**config.mk**
```make
export PLATFORM = sky130hd
export DESIGN_NAME = ifetch_unit_flat
export DESIGN_NICKNAME = d
export VERILOG_FILES = /design/src/rtl/ifetch_unit_if.sv /design/src/rtl/ifetch_unit.sv /design/src/flat_wrapper.sv
export SDC_FILE = /design/constraint.sdc
export NUM_CORES = 1
export LEC_CHECK = 0
export BUFFER_PORTS_ARGS = -buffer_cell sky130_fd_sc_hd__buf_2
export CORE_MARGIN = 3
export CORE_UTILIZATION = 45
export CTS_CLUSTER_SIZE = 10
export DETAILED_ROUTE_END_ITERATION = 16
export GPL_ROUTABILITY_DRIVEN = 1
export REMOVE_ABC_BUFFERS = 1
export SETUP_SLACK_MARGIN = 0.2
export SLEW_MARGIN = 20
export SYNTH_ARGS = -nofsm -noshare
export SYNTH_HDL_FRONTEND = slang
export SYNTH_SLANG_ARGS = --single-unit
```
**constraint.sdc**
```tcl
create_clock -name clk -period 9 [get_ports clk]
set_clock_uncertainty 0.05 [all_clocks]
set_input_delay 2.25 -clock clk [delete_from_list [all_inputs] [get_ports clk]]
set_output_delay 2.25 -clock clk [all_outputs]
set_load 0.01 [all_outputs]
```
**src/rtl/ifetch_unit_if.sv**
```systemverilog
// Fetch-stage bus bundle: pc feedback, imem request/response and decode queue.
// The master modport is the fetch unit; slave is its environment.
interface ifetch_unit_if #(
  parameter int ADDR_W  = 64,
  parameter int INSTR_W = 32
);
  logic [ADDR_W-1:0]  pc_addr;
  logic               pc_enable;
  logic               flush;
  logic               imem_req_valid;
  logic [ADDR_W-1:0]  imem_req_addr;
  logic               imem_req_ready;
  logic               imem_resp_valid;
  logic [INSTR_W-1:0] imem_resp_data;
  logic               imem_resp_err;
  logic               id_valid;
  logic [INSTR_W-1:0] id_instr;
  logic [ADDR_W-1:0]  id_pc;
  logic               id_fault;
  logic               id_ready;

  modport master (
    input  pc_addr, flush,
    output pc_enable,
    output imem_req_valid, imem_req_addr,
    input  imem_req_ready,
    input  imem_resp_valid, imem_resp_data,
    input  imem_resp_err,
    output id_valid, id_instr, id_pc, id_fault,
    input  id_ready
  );

  modport slave (
    output pc_addr, flush,
    input  pc_enable,
    input  imem_req_valid, imem_req_addr,
    output imem_req_ready,
    output imem_resp_valid, imem_resp_data,
    output imem_resp_err,
    input  id_valid, id_instr, id_pc, id_fault,
    output id_ready
  );
endinterface

```
**src/rtl/ifetch_unit.sv**
```systemverilog
// Instruction fetch stage: one outstanding imem read, queued into a
// small registered FIFO toward decode, with flush/redirect handling.
module ifetch_unit #(
  parameter int ADDR_W     = 64,
  parameter int INSTR_W    = 32,
  parameter int FIFO_DEPTH = 4
) (
  input  logic clk,
  input  logic reset,
  ifetch_unit_if.master bus
);
  localparam int PW = $clog2(FIFO_DEPTH);
  localparam int CW = PW + 1;

  typedef enum logic [2:0] {
    IDLE, REQ, WAIT, DROP, HALT
  } state_t;

  typedef struct packed {
    logic               fault;
    logic [ADDR_W-1:0]  pc;
    logic [INSTR_W-1:0] instr;
  } entry_t;

  state_t state, state_n;

  entry_t mem [FIFO_DEPTH];
  logic [PW-1:0] wr_ptr, rd_ptr;
  logic [CW-1:0] count;
  logic [ADDR_W-1:0] req_pc;

  logic   req_valid;
  logic   fire;
  logic   push;
  logic   pop;
  logic   space;
  logic   aligned;
  entry_t push_e;
  entry_t head;

  assign space   = count < CW'(FIFO_DEPTH);
  assign aligned = bus.pc_addr[1:0] == 2'b00;
  assign fire    = req_valid && bus.imem_req_ready;
  assign pop     = bus.id_valid && bus.id_ready;
  assign head    = mem[rd_ptr];

  always_comb begin
    state_n   = state;
    req_valid = 1'b0;
    push      = 1'b0;
    push_e    = '0;
    unique case (state)
      IDLE: state_n = REQ;
      REQ: begin
        if (space && aligned) begin
          req_valid = 1'b1;
          if (bus.imem_req_ready) state_n = WAIT;
        end else if (space) begin
          push         = 1'b1;
          push_e.fault = 1'b1;
          push_e.pc    = bus.pc_addr;
          state_n      = HALT;
        end
      end
      WAIT: begin
        if (bus.imem_resp_valid) begin
          push         = 1'b1;
          push_e.fault = bus.imem_resp_err;
          push_e.pc    = req_pc;
          push_e.instr = bus.imem_resp_data;
          state_n      = bus.imem_resp_err ? HALT : REQ;
        end
      end
      DROP: if (bus.imem_resp_valid) state_n = REQ;
      HALT: state_n = HALT;
      default: state_n = IDLE;
    endcase
    // A response landing with the flush is the in-flight one; no need to drop later
    if (bus.flush) begin
      req_valid = 1'b0;
      push      = 1'b0;
      if ((state == WAIT || state == DROP)
          && !bus.imem_resp_valid)
        state_n = DROP;
      else
        state_n = REQ;
    end
    if (reset) begin
      req_valid = 1'b0;
      push      = 1'b0;
    end
  end

  always_ff @(posedge clk) begin
    if (reset) begin
      state  <= IDLE;
      req_pc <= '0;
      wr_ptr <= '0;
      rd_ptr <= '0;
      count  <= '0;
    end else begin
      state <= state_n;
      if (fire) req_pc <= bus.pc_addr;
      if (bus.flush) begin
        wr_ptr <= '0;
        rd_ptr <= '0;
        count  <= '0;
      end else begin
        if (push) wr_ptr <= wr_ptr + PW'(1);
        if (pop)  rd_ptr <= rd_ptr + PW'(1);
        count <= count + CW'(push) - CW'(pop);
      end
    end
  end

  always_ff @(posedge clk) begin
    if (push) mem[wr_ptr] <= push_e;
  end

  assign bus.pc_enable      = fire;
  assign bus.imem_req_valid = req_valid;
  assign bus.imem_req_addr  = req_valid ? bus.pc_addr : '0;
  assign bus.id_valid       = count != '0;
  assign bus.id_instr = bus.id_valid ? head.instr : '0;
  assign bus.id_pc    = bus.id_valid ? head.pc    : '0;
  assign bus.id_fault = bus.id_valid && head.fault;
endmodule

```
**src/flat_wrapper.sv**
```systemverilog
// flat-port wrapper written by rule: the top's interface ports become plain ports
module ifetch_unit_flat 
#(
  parameter int ADDR_W     = 64,
  parameter int INSTR_W    = 32,
  parameter int FIFO_DEPTH = 4
)
  (clk, reset, bus_pc_addr, bus_flush, bus_pc_enable, bus_imem_req_valid, bus_imem_req_addr, bus_imem_req_ready, bus_imem_resp_valid, bus_imem_resp_data, bus_imem_resp_err, bus_id_valid, bus_id_instr, bus_id_pc, bus_id_fault, bus_id_ready);
  ifetch_unit_if #(.ADDR_W(ADDR_W), .INSTR_W(INSTR_W)) bus_i ();
  input  logic clk;
  input  logic reset;
  input wire logic [$bits(bus_i.pc_addr)-1:0] bus_pc_addr;
  input wire logic [$bits(bus_i.flush)-1:0] bus_flush;
  output wire logic [$bits(bus_i.pc_enable)-1:0] bus_pc_enable;
  output wire logic [$bits(bus_i.imem_req_valid)-1:0] bus_imem_req_valid;
  output wire logic [$bits(bus_i.imem_req_addr)-1:0] bus_imem_req_addr;
  input wire logic [$bits(bus_i.imem_req_ready)-1:0] bus_imem_req_ready;
  input wire logic [$bits(bus_i.imem_resp_valid)-1:0] bus_imem_resp_valid;
  input wire logic [$bits(bus_i.imem_resp_data)-1:0] bus_imem_resp_data;
  input wire logic [$bits(bus_i.imem_resp_err)-1:0] bus_imem_resp_err;
  output wire logic [$bits(bus_i.id_valid)-1:0] bus_id_valid;
  output wire logic [$bits(bus_i.id_instr)-1:0] bus_id_instr;
  output wire logic [$bits(bus_i.id_pc)-1:0] bus_id_pc;
  output wire logic [$bits(bus_i.id_fault)-1:0] bus_id_fault;
  input wire logic [$bits(bus_i.id_ready)-1:0] bus_id_ready;
  assign bus_i.pc_addr = bus_pc_addr;
  assign bus_i.flush = bus_flush;
  assign bus_pc_enable = bus_i.pc_enable;
  assign bus_imem_req_valid = bus_i.imem_req_valid;
  assign bus_imem_req_addr = bus_i.imem_req_addr;
  assign bus_i.imem_req_ready = bus_imem_req_ready;
  assign bus_i.imem_resp_valid = bus_imem_resp_valid;
  assign bus_i.imem_resp_data = bus_imem_resp_data;
  assign bus_i.imem_resp_err = bus_imem_resp_err;
  assign bus_id_valid = bus_i.id_valid;
  assign bus_id_instr = bus_i.id_instr;
  assign bus_id_pc = bus_i.id_pc;
  assign bus_id_fault = bus_i.id_fault;
  assign bus_i.id_ready = bus_id_ready;
  ifetch_unit #(.ADDR_W(ADDR_W), .INSTR_W(INSTR_W), .FIFO_DEPTH(FIFO_DEPTH)) u_core (.clk(clk), .reset(reset), .bus(bus_i));
endmodule
```
==> results of run 1 <==
-- sequential cells by signal, summed over array words and instances (netlist names), named ones only --
| register | count |
|---|---|
| u_core.count | 3 |
| u_core.wr_ptr | 2 |
| u_core.state | 3 |
| u_core.rd_ptr | 2 |
| u_core.mem | 388 |
| u_core.req_pc | 64 |
-- cell families (layout without fill, tap and decap cells) --
group,count (synthesis),after routing,synth area share (%)
AO/OA/AOI/OAI,77,77,3.39
XOR/XNOR,4,4,0.181
buffers and inverters,90,384,2.30
AND/OR/NAND/NOR,292,292,9.57
other,1,3,0.0193
adder cells (fa/ha/maj),7,7,0.490
flip-flops,464,464,67.9
multiplexers,161,161,16.1
-- layout by cell type, fill, tap and decap left out, types with 2 or more instances in the layout --
| master | n |
|---|---|
| sky130_fd_sc_hd__dfxtp_1 | 74 |
| sky130_fd_sc_hd__mux2_4 | 59 |
| sky130_fd_sc_hd__clkbuf_16 | 53 |
| sky130_fd_sc_hd__mux2i_1 | 2 |
| sky130_fd_sc_hd__buf_2 | 263 |
| sky130_fd_sc_hd__and3_1 | 62 |
| sky130_fd_sc_hd__buf_4 | 15 |
| sky130_fd_sc_hd__mux4_2 | 97 |
| sky130_fd_sc_hd__clkbuf_1 | 38 |
| sky130_fd_sc_hd__clkbuf_8 | 3 |
| sky130_fd_sc_hd__nor2_1 | 3 |
| sky130_fd_sc_hd__a22o_1 | 64 |
| sky130_fd_sc_hd__ha_1 | 6 |
| sky130_fd_sc_hd__nor3_1 | 9 |
| sky130_fd_sc_hd__inv_1 | 8 |
| sky130_fd_sc_hd__mux2_2 | 3 |
| sky130_fd_sc_hd__clkinv_2 | 2 |
| sky130_fd_sc_hd__xor2_1 | 2 |
| sky130_fd_sc_hd__dfxtp_4 | 2 |
| sky130_fd_sc_hd__and2_1 | 134 |
| sky130_fd_sc_hd__conb_1 | 2 |
| sky130_fd_sc_hd__inv_6 | 2 |
| sky130_fd_sc_hd__nor2b_1 | 64 |
| sky130_fd_sc_hd__xnor2_1 | 2 |
| sky130_fd_sc_hd__and3_4 | 4 |
| sky130_fd_sc_hd__a31oi_1 | 2 |
| sky130_fd_sc_hd__nand2_1 | 4 |
| sky130_fd_sc_hd__edfxtp_1 | 388 |
-- worst register-to-register path, cell delays in order (launching register included) --
cell and delay (ps):
sky130_fd_sc_hd__dfxtp_1 550, sky130_fd_sc_hd__nor4bb_4 340, sky130_fd_sc_hd__buf_4 550, sky130_fd_sc_hd__o21bai_1 290
sky130_fd_sc_hd__and3_4 900, sky130_fd_sc_hd__buf_4 730
-- how the worst min path moves through the flow --
stage / startpoint / endpoint / slack, ps
finish: u_core.req_pc[1]$_SDFFE_PP0P_ / u_core.req_pc[1]$_SDFFE_PP0P_ / 410
global route: u_core.req_pc[0]$_SDFFE_PP0P_ / u_core.req_pc[0]$_SDFFE_PP0P_ / 420
CTS: u_core.req_pc[1]$_SDFFE_PP0P_ / u_core.req_pc[1]$_SDFFE_PP0P_ / 410
detailed placement: u_core.req_pc[0]$_SDFFE_PP0P_ / u_core.req_pc[0]$_SDFFE_PP0P_ / 400
global placement: u_core.req_pc[1]$_SDFFE_PP0P_ / u_core.req_pc[1]$_SDFFE_PP0P_ / 400
floorplan: u_core.req_pc[0]$_SDFFE_PP0P_ / u_core.req_pc[0]$_SDFFE_PP0P_ / 380
-- cell type report --
cell class	instances	share of cell area, %
sequential	464	58.1
multi-input combinational	543	25.7
clock buffer	94	6.66
timing repair buffer	278	6.30
tap	539	2.97
inverter	8	0.132
clock inverter	4	0.121
antenna	1	0.0110
-- layer usage --
metal  routed length (um)  vias to the layer above  part of all wire (%)  GRT usage (%)
li1                     -                     4779                     -              -
met1                19200                     5439                    44           26.2
met2                21300                      258                    49           31.9
met3                 2090                       49                   4.8           3.28
met4                  704                        0                   1.6           4.72
met5                    0                        -                     0              0
-- stage by stage --
stage	hold slack [ps]	util (%)	area (um2)	power, mW	std cells
2_1_floorplan	381	-	19000	2.54	1015
3_3_place_gp	397	50.1	21100	2.65	1832
3_5_place_dp	397	50.1	21100	2.66	1832
4_1_cts	415	53.7	22700	4.59	1930
5_1_grt	425	53.7	22700	4.71	1930
6_report	410	53.7	22700	4.54	1931
-- power groups by stage --
stage	Combinational, mW	Clock (mW)	Sequential (mW)
6_report	0.252	1.93	2.36
5_1_grt	0.278	2.07	2.36
4_1_cts	0.258	1.98	2.36
3_5_place_dp	0.257	0	2.40
3_3_place_gp	0.254	0	2.40
2_1_floorplan	0.132	0	2.40
==> impl_metrics.env, run 1 <==
export IMPL_result_of_the_run="finished, final reports clean"
export IMPL_vias_in_the_first_global_route=10900
export IMPL_async_reset_ff_share_pct=0
export IMPL_timing_critical_path_to_type="primary output"
export IMPL_tritoncts_num_buffers=53
export IMPL_timing_final_ws_setup_ps=2660
export IMPL_report_final_slew_viol_count=0
export IMPL_slew_headroom_pct=33.9
export IMPL_drtIter0Drc=557
export IMPL_place_worst_setup_slack_ps=2650
export IMPL_post_cts_resize_count=0
export IMPL_syn_cell_area_mm2=0.0194
export IMPL_ys_warnings_count=0
export IMPL_synth_seq_area_share_pct=67.9
export IMPL_core_rowCount=75
export IMPL_timing_hold_violations_final=0
export IMPL_syn_area_per_cell_um2=17.7
export IMPL_crit_path_frequent_cell="sky130_fd_sc_hd__buf_4"
export IMPL_clockRootBuffer="sky130_fd_sc_hd__clkbuf_16"
export IMPL_synth_distinct_cells=48
export IMPL_core_mm2=0.0422
export IMPL_grt_first_pass_wirelength_um=65300
export IMPL_initial_utilization_pct=45.9
export IMPL_max_stage_delay_ps=580
export IMPL_cp_slowest_cell="sky130_fd_sc_hd__buf_4"
export IMPL_yosysTopAreaCellShare_pct=60.1
export IMPL_route_detailed_vias_per_inst=5.45
export IMPL_cts_hold_buffers_added=0
export IMPL_crit_required_ps=6700
export IMPL_ir_worst_vdd_v=0.000109
export IMPL_synth_largest_area_cell="sky130_fd_sc_hd__edfxtp_1"
export IMPL_setup_viol=0
export IMPL_final_min_clock_period_ps=6340
export IMPL_first_pass_iters=5
export IMPL_post_cts_setup_buffers=0
export IMPL_power_share_sequential_pct=52.0
export IMPL_final_fill_count=3414
export IMPL_layout_area_overhead_vs_synth_pct=17.0
export IMPL_grt_overflow_total=0
export IMPL_number_of_flops_mapped_to_enable_cells_by_yosys=388
export IMPL_buffer_ports_inserted=264
export IMPL_power_clock_fraction_pct=42.5
export IMPL_drc_errors=0
export IMPL_post_drt_wl_per_cell_um=22.4
export IMPL_tritoncts="yes"
export IMPL_globalplace_congestion=0.705
export IMPL_worst_r2r_endpoint="u_core.mem[2][87]$_DFFE_PP_"
export IMPL_fmax_mhz=158
export IMPL_synth_most_common_cell="sky130_fd_sc_hd__edfxtp_1"
export IMPL_reg2reg_setup_slack_ps=5190
export IMPL_crit_path_launch="reset"
export IMPL_clock_sinks=464
export IMPL_cts_clk_slew_worst_paths_ps=60
export IMPL_power_switching_share_pct=21.3
export IMPL_initial_antenna_violation_count=1
export IMPL_layout_area_seq_mm2=0.0132
export IMPL_wl_um=43300
export IMPL_cpLargestDelayFamily="buffers and inverters"
export IMPL_arrival_ps=4040
export IMPL_path_depth=5
export IMPL_critPathKind="input port to primary output"
export IMPL_io_pins=267
export IMPL_critical_path_peak_fanout=73
export IMPL_multi_input_comb_area_mm2=0.00582
export IMPL_final_cycle_utilization_of_the_critical_path_pct=70.4
export IMPL_cp_buffers_inverters=3
export IMPL_p_int_mw=3.57
export IMPL_ys_top_cells_by_count="sky130_fd_sc_hd__edfxtp_1, sky130_fd_sc_hd__and2_1, sky130_fd_sc_hd__mux4_2"
export IMPL_finalSetupTns_ps=0
export IMPL_grt_setup_unrepaired="false"
export IMPL_min_delay_path_depth=1
export IMPL_synthCells=1096
export IMPL_worstHoldPathType="flip-flop to flip-flop"
export IMPL_antenna_left=0
export IMPL_total_leakage_power_nw=8.89
export IMPL_part_of_the_power_in_combinational_logic_pct=5.6
export IMPL_tightestPinTransition_ps=991
export IMPL_maxCapViolCount=0
export IMPL_finish_net_count=1458
export IMPL_setup_worst_path_start_class="input port"
export IMPL_synth_seq_cells=464
export IMPL_post_route_cells_drive_above_1_share_pct=36.8
export IMPL_power_density_cell_area_mw_per_mm2=200
export IMPL_crit_reg2reg_launch="u_core.state[1]$_SDFFE_PP0P_"
export IMPL_clock_tree_htree_level_count=2
export IMPL_synth_flop_cell="sky130_fd_sc_hd__edfxtp_1"
export IMPL_synthTopCellsByArea="sky130_fd_sc_hd__edfxtp_1, sky130_fd_sc_hd__mux4_2, sky130_fd_sc_hd__dfxtp_1"
export IMPL_setup_worst_path_end="bus_imem_req_addr[18]"
export IMPL_grt_max_degree=88
export IMPL_clkLatencyLatePin_ps=570
export IMPL_timing_reg2reg_worst_path_depth=5
export IMPL_dpl_hpwl_um=23900
export IMPL_fp_dieArea_mm2=0.0456
export IMPL_power_switching_uw=967
export IMPL_die_h_um=214
export IMPL_clockBufferDepth=3
export IMPL_timing_critical_path_cells="buf_4 > nor4_4 > buf_4 > and3_1 > buf_2"
export IMPL_groute_usage_overall_pct=19.0
export IMPL_num_vias=10500
export IMPL_die_w_um=214
Power figures use the tool's default switching activity.
==> run 2, diff against run 1 <==
--- a/config.mk
+++ b/config.mk
@@ -5,12 +5,14 @@
 export SDC_FILE = /design/constraint.sdc
 export NUM_CORES = 1
 export LEC_CHECK = 0
+export ABC_AREA = 1
 export BUFFER_PORTS_ARGS = -buffer_cell sky130_fd_sc_hd__buf_2
 export CORE_MARGIN = 3
 export CORE_UTILIZATION = 45
 export CTS_CLUSTER_SIZE = 10
 export DETAILED_ROUTE_END_ITERATION = 16
 export GPL_ROUTABILITY_DRIVEN = 1
+export PLACE_DENSITY = 0.67
 export REMOVE_ABC_BUFFERS = 1
 export SETUP_SLACK_MARGIN = 0.2
 export SLEW_MARGIN = 20
==> constraint.sdc (replaced) <==
create_clock -name clk -period 5.2 [get_ports clk]
set_clock_uncertainty 0.05 [all_clocks]
set_input_delay 1.3 -clock clk [delete_from_list [all_inputs] [get_ports clk]]
set_output_delay 1.3 -clock clk [all_outputs]
set_load 0.01 [all_outputs]
==> impl_metrics.env, run 2 <==
export IMPL_total_leakage_power_nw=9.50
export IMPL_clockBufferDepth=3
export IMPL_synth_seq_area_share_pct=66.4
export IMPL_yosysTopAreaCellShare_pct=58.8
export IMPL_crit_required_ps=3850
export IMPL_cts_clk_slew_worst_paths_ps=50
export IMPL_antenna_diode_count=0
export IMPL_synthTopCellsByArea="sky130_fd_sc_hd__edfxtp_1, sky130_fd_sc_hd__nor2_1, sky130_fd_sc_hd__dfxtp_1"
export IMPL_power_switching_mw=1.69
export IMPL_top_regs="u_core.mem: 388 flops, u_core.req_pc: 64 flops"
export IMPL_slew_headroom_pct=27.9
export IMPL_finalSetupTns_ps=0
export IMPL_number_of_flops_mapped_to_enable_cells_by_yosys=388
export IMPL_initial_utilization_pct=45.8
export IMPL_final_min_clock_period_ps=4140
export IMPL_post_drt_wl_per_cell_um=17.5
export IMPL_syn_cell_area_mm2=0.0198
export IMPL_async_reset_ff_share_pct=0
export IMPL_drc_errors=0
export IMPL_dpl_hpwl_um=26900
export IMPL_final_cycle_utilization_of_the_critical_path_pct=79.5
export IMPL_most_common_cell_after_layout_fill_and_taps_aside="sky130_fd_sc_hd__nor2_1"
export IMPL_groute_usage_overall_pct=20.7
export IMPL_clockRootBuffer="sky130_fd_sc_hd__clkbuf_16"
export IMPL_layout_cells_most_common_list="sky130_fd_sc_hd__nor2_1, sky130_fd_sc_hd__edfxtp_1, sky130_fd_sc_hd__buf_2, sky130_fd_sc_hd__inv_1, sky130_fd_sc_hd__o21ai_0"
export IMPL_crit_path_frequent_cell="sky130_fd_sc_hd__buf_4"
export IMPL_power_clock_fraction_pct=41.9
export IMPL_synthCells=1998
export IMPL_clock_tree_htree_level_count=2
export IMPL_max_flop_register="u_core.mem"
export IMPL_die_w_um=216
export IMPL_part_of_the_power_in_combinational_logic_pct=5.9
export IMPL_vias_in_the_first_global_route=13900
export IMPL_post_cts_setup_buffers=0
export IMPL_route_detailed_vias_per_inst=5.13
export IMPL_largest_register_ffs=388
export IMPL_antenna_left=0
export IMPL_layout_area_overhead_vs_synth_pct=16.6
export IMPL_ys_warnings_count=0
export IMPL_result_of_the_run="finished, final reports clean"
export IMPL_post_cts_resize_count=0
export IMPL_maxCapViolCount=0
export IMPL_stdcell_area_mm2=0.0231
export IMPL_io_pins=267
export IMPL_synth_flop_cell="sky130_fd_sc_hd__edfxtp_1"
export IMPL_tritoncts_num_buffers=52
export IMPL_cp_buffers_inverters=3
export IMPL_globalplace_congestion=0.776
export IMPL_first_pass_iters=5
export IMPL_grt_max_degree=123
export IMPL_synth_most_common_cell="sky130_fd_sc_hd__nor2_1"
export IMPL_initial_antenna_violation_count=0
export IMPL_buffer_ports_inserted=264
export IMPL_num_vias=14500
export IMPL_tightestPinTransition_ps=1080
export IMPL_min_delay_start="u_core.req_pc[1]$_SDFFE_PP0P_"
export IMPL_report_final_slew_viol_count=0
export IMPL_timing_hold_worst_endpoint="u_core.req_pc[1]$_SDFFE_PP0P_"
export IMPL_synth_distinct_cells=31
export IMPL_clock_sinks=464
export IMPL_timing_critical_path_cells="buf_4 > buf_4 > nor2_1 > o21ai_0 > a21oi_1 > buf_2"
export IMPL_finish_net_count=2322
export IMPL_worst_r2r_endpoint="u_core.mem[1][27]$_DFFE_PP_"
export IMPL_grt_setup_unrepaired="false"
export IMPL_timing_critical_path_to_type="primary output"
export IMPL_power_share_sequential_pct=52.2
export IMPL_cts_hold_buffers_added=0
export IMPL_synth_seq_cells=464
export IMPL_crit_reg2reg_launch="u_core.state[1]$_SDFFE_PP0P_"
export IMPL_arrival_ps=2790
export IMPL_setup_viol=0
export IMPL_ys_top_cells_by_count="sky130_fd_sc_hd__nor2_1, sky130_fd_sc_hd__edfxtp_1, sky130_fd_sc_hd__inv_1"
export IMPL_critical_path_peak_fanout=52
export IMPL_reg2reg_setup_slack_ps=2350
export IMPL_cp_slowest_cell="sky130_fd_sc_hd__buf_4"
export IMPL_tritoncts="yes"
export IMPL_core_mm2=0.0433
export IMPL_p_int_mw=6.12
export IMPL_critPathKind="flip-flop to primary output"
export IMPL_syn_area_per_cell_um2=9.92
export IMPL_power_switching_share_pct=21.6
export IMPL_post_dp_cell_area_mm2=0.0216
export IMPL_cpLargestDelayFamily="buffers and inverters"
export IMPL_wl_um=49700
export IMPL_die_h_um=216
export IMPL_fp_dieArea_mm2=0.0466
export IMPL_worstHoldPathType="flip-flop to flip-flop"
export IMPL_setup_worst_path_start_class="flip-flop"
export IMPL_post_route_cells_drive_above_1_share_pct=16.2
export IMPL_power_density_cell_area_mw_per_mm2=338
export IMPL_grt_first_pass_wirelength_um=76200
export IMPL_timing_reg2reg_worst_path_depth=7
export IMPL_core_rowCount=76
export IMPL_synth_largest_area_cell="sky130_fd_sc_hd__edfxtp_1"
export IMPL_min_delay_path_depth=2
export IMPL_max_stage_delay_ps=710
export IMPL_grt_overflow_total=0
export IMPL_clkLatencyLatePin_ps=570
export IMPL_fmax_mhz=242
export IMPL_timing_hold_violations_final=0
export IMPL_ir_worst_vdd_v=0.000199
export IMPL_drtIter0Drc=1071
## run 2: cell count changes after synthesis, sizes merged, moves of 66 or more
cell   before  now
a21oi       1  101
o21ai       1  197
and2      134    1
and3       66    0
nand2       4  140
mux4       97    0
nor2        4  558
inv         8  249
## run 2: worst max-delay path by stage
stage	end	slack, ps	cells past startpoint	from
global placement	bus_imem_req_addr[24]	1170	5	reset
detailed placement	bus_imem_req_addr[12]	1070	5	reset
floorplan	u_core.mem[0][0]$_DFFE_PP_	-2840	6	bus_pc_addr[1]
finish	bus_id_pc[0]	1060	6	flip-flop
CTS	bus_id_pc[14]	1020	6	flip-flop
global route	bus_id_pc[0]	880	6	flip-flop
## run 2: power groups by stage
stage          sequential (mW)  combinational, mW  clock [mW]
4_1_cts                   4.08              0.468        3.34
3_5_place_dp              4.15              0.465           0
2_1_floorplan             4.16              0.246           0
6_report                  4.08              0.464        3.27
5_1_grt                   4.08              0.517        3.50
3_3_place_gp              4.15              0.457           0
## run 2: cells by family after synthesis
group	after synthesis	share of synthesized area [%]
other cells	1	0.0189
compound gates	364	9.64
fa+ha+maj	7	0.480
flops	464	66.4
buf+inv	380	7.50
simple gates	780	15.8
xor+xnor	2	0.0884
## run 2: metal layers
| layer | up-vias | track usage [%] | share of wire (%) |
|---|---|---|---|
| li1 | 7082 | - | - |
| met1 | 6916 | 28.1 | 43 |
| met2 | 477 | 34.8 | 48 |
| met3 | 73 | 3.20 | 6.7 |
| met4 | 0 | 6.11 | 2.1 |
| met5 | - | 0 | 0 |
## run 2: final cells by class
type,count,area [um2]
Sequential cell,464,13200
Clock buffer,94,1500
Inverter,249,945
Timing Repair Buffer,290,1540
Fill cell,3766,20100
Multi-Input combinational cell,1155,5220
Tap cell,585,732
## run 2: metrics by stage
step	std cells	utilization (%)	total power [mW]	setup WS [ps]	hold WS, ps
2_1_floorplan	1868	-	4.41	-2840	372
3_3_place_gp	2743	50.0	4.61	1170	393
3_5_place_dp	2743	50.0	4.62	1070	401
4_1_cts	2837	53.4	7.89	1020	408
5_1_grt	2837	53.4	8.09	882	432
6_report	2837	53.4	7.81	1060	405
## run 2: worst reg2reg max path: cells and delay by family, from the launching register on
family | cells | cell delay [ps]
AND/OR/NAND/NOR | 5 | 1190
flip-flops | 1 | 400
buffers and inverters | 2 | 740
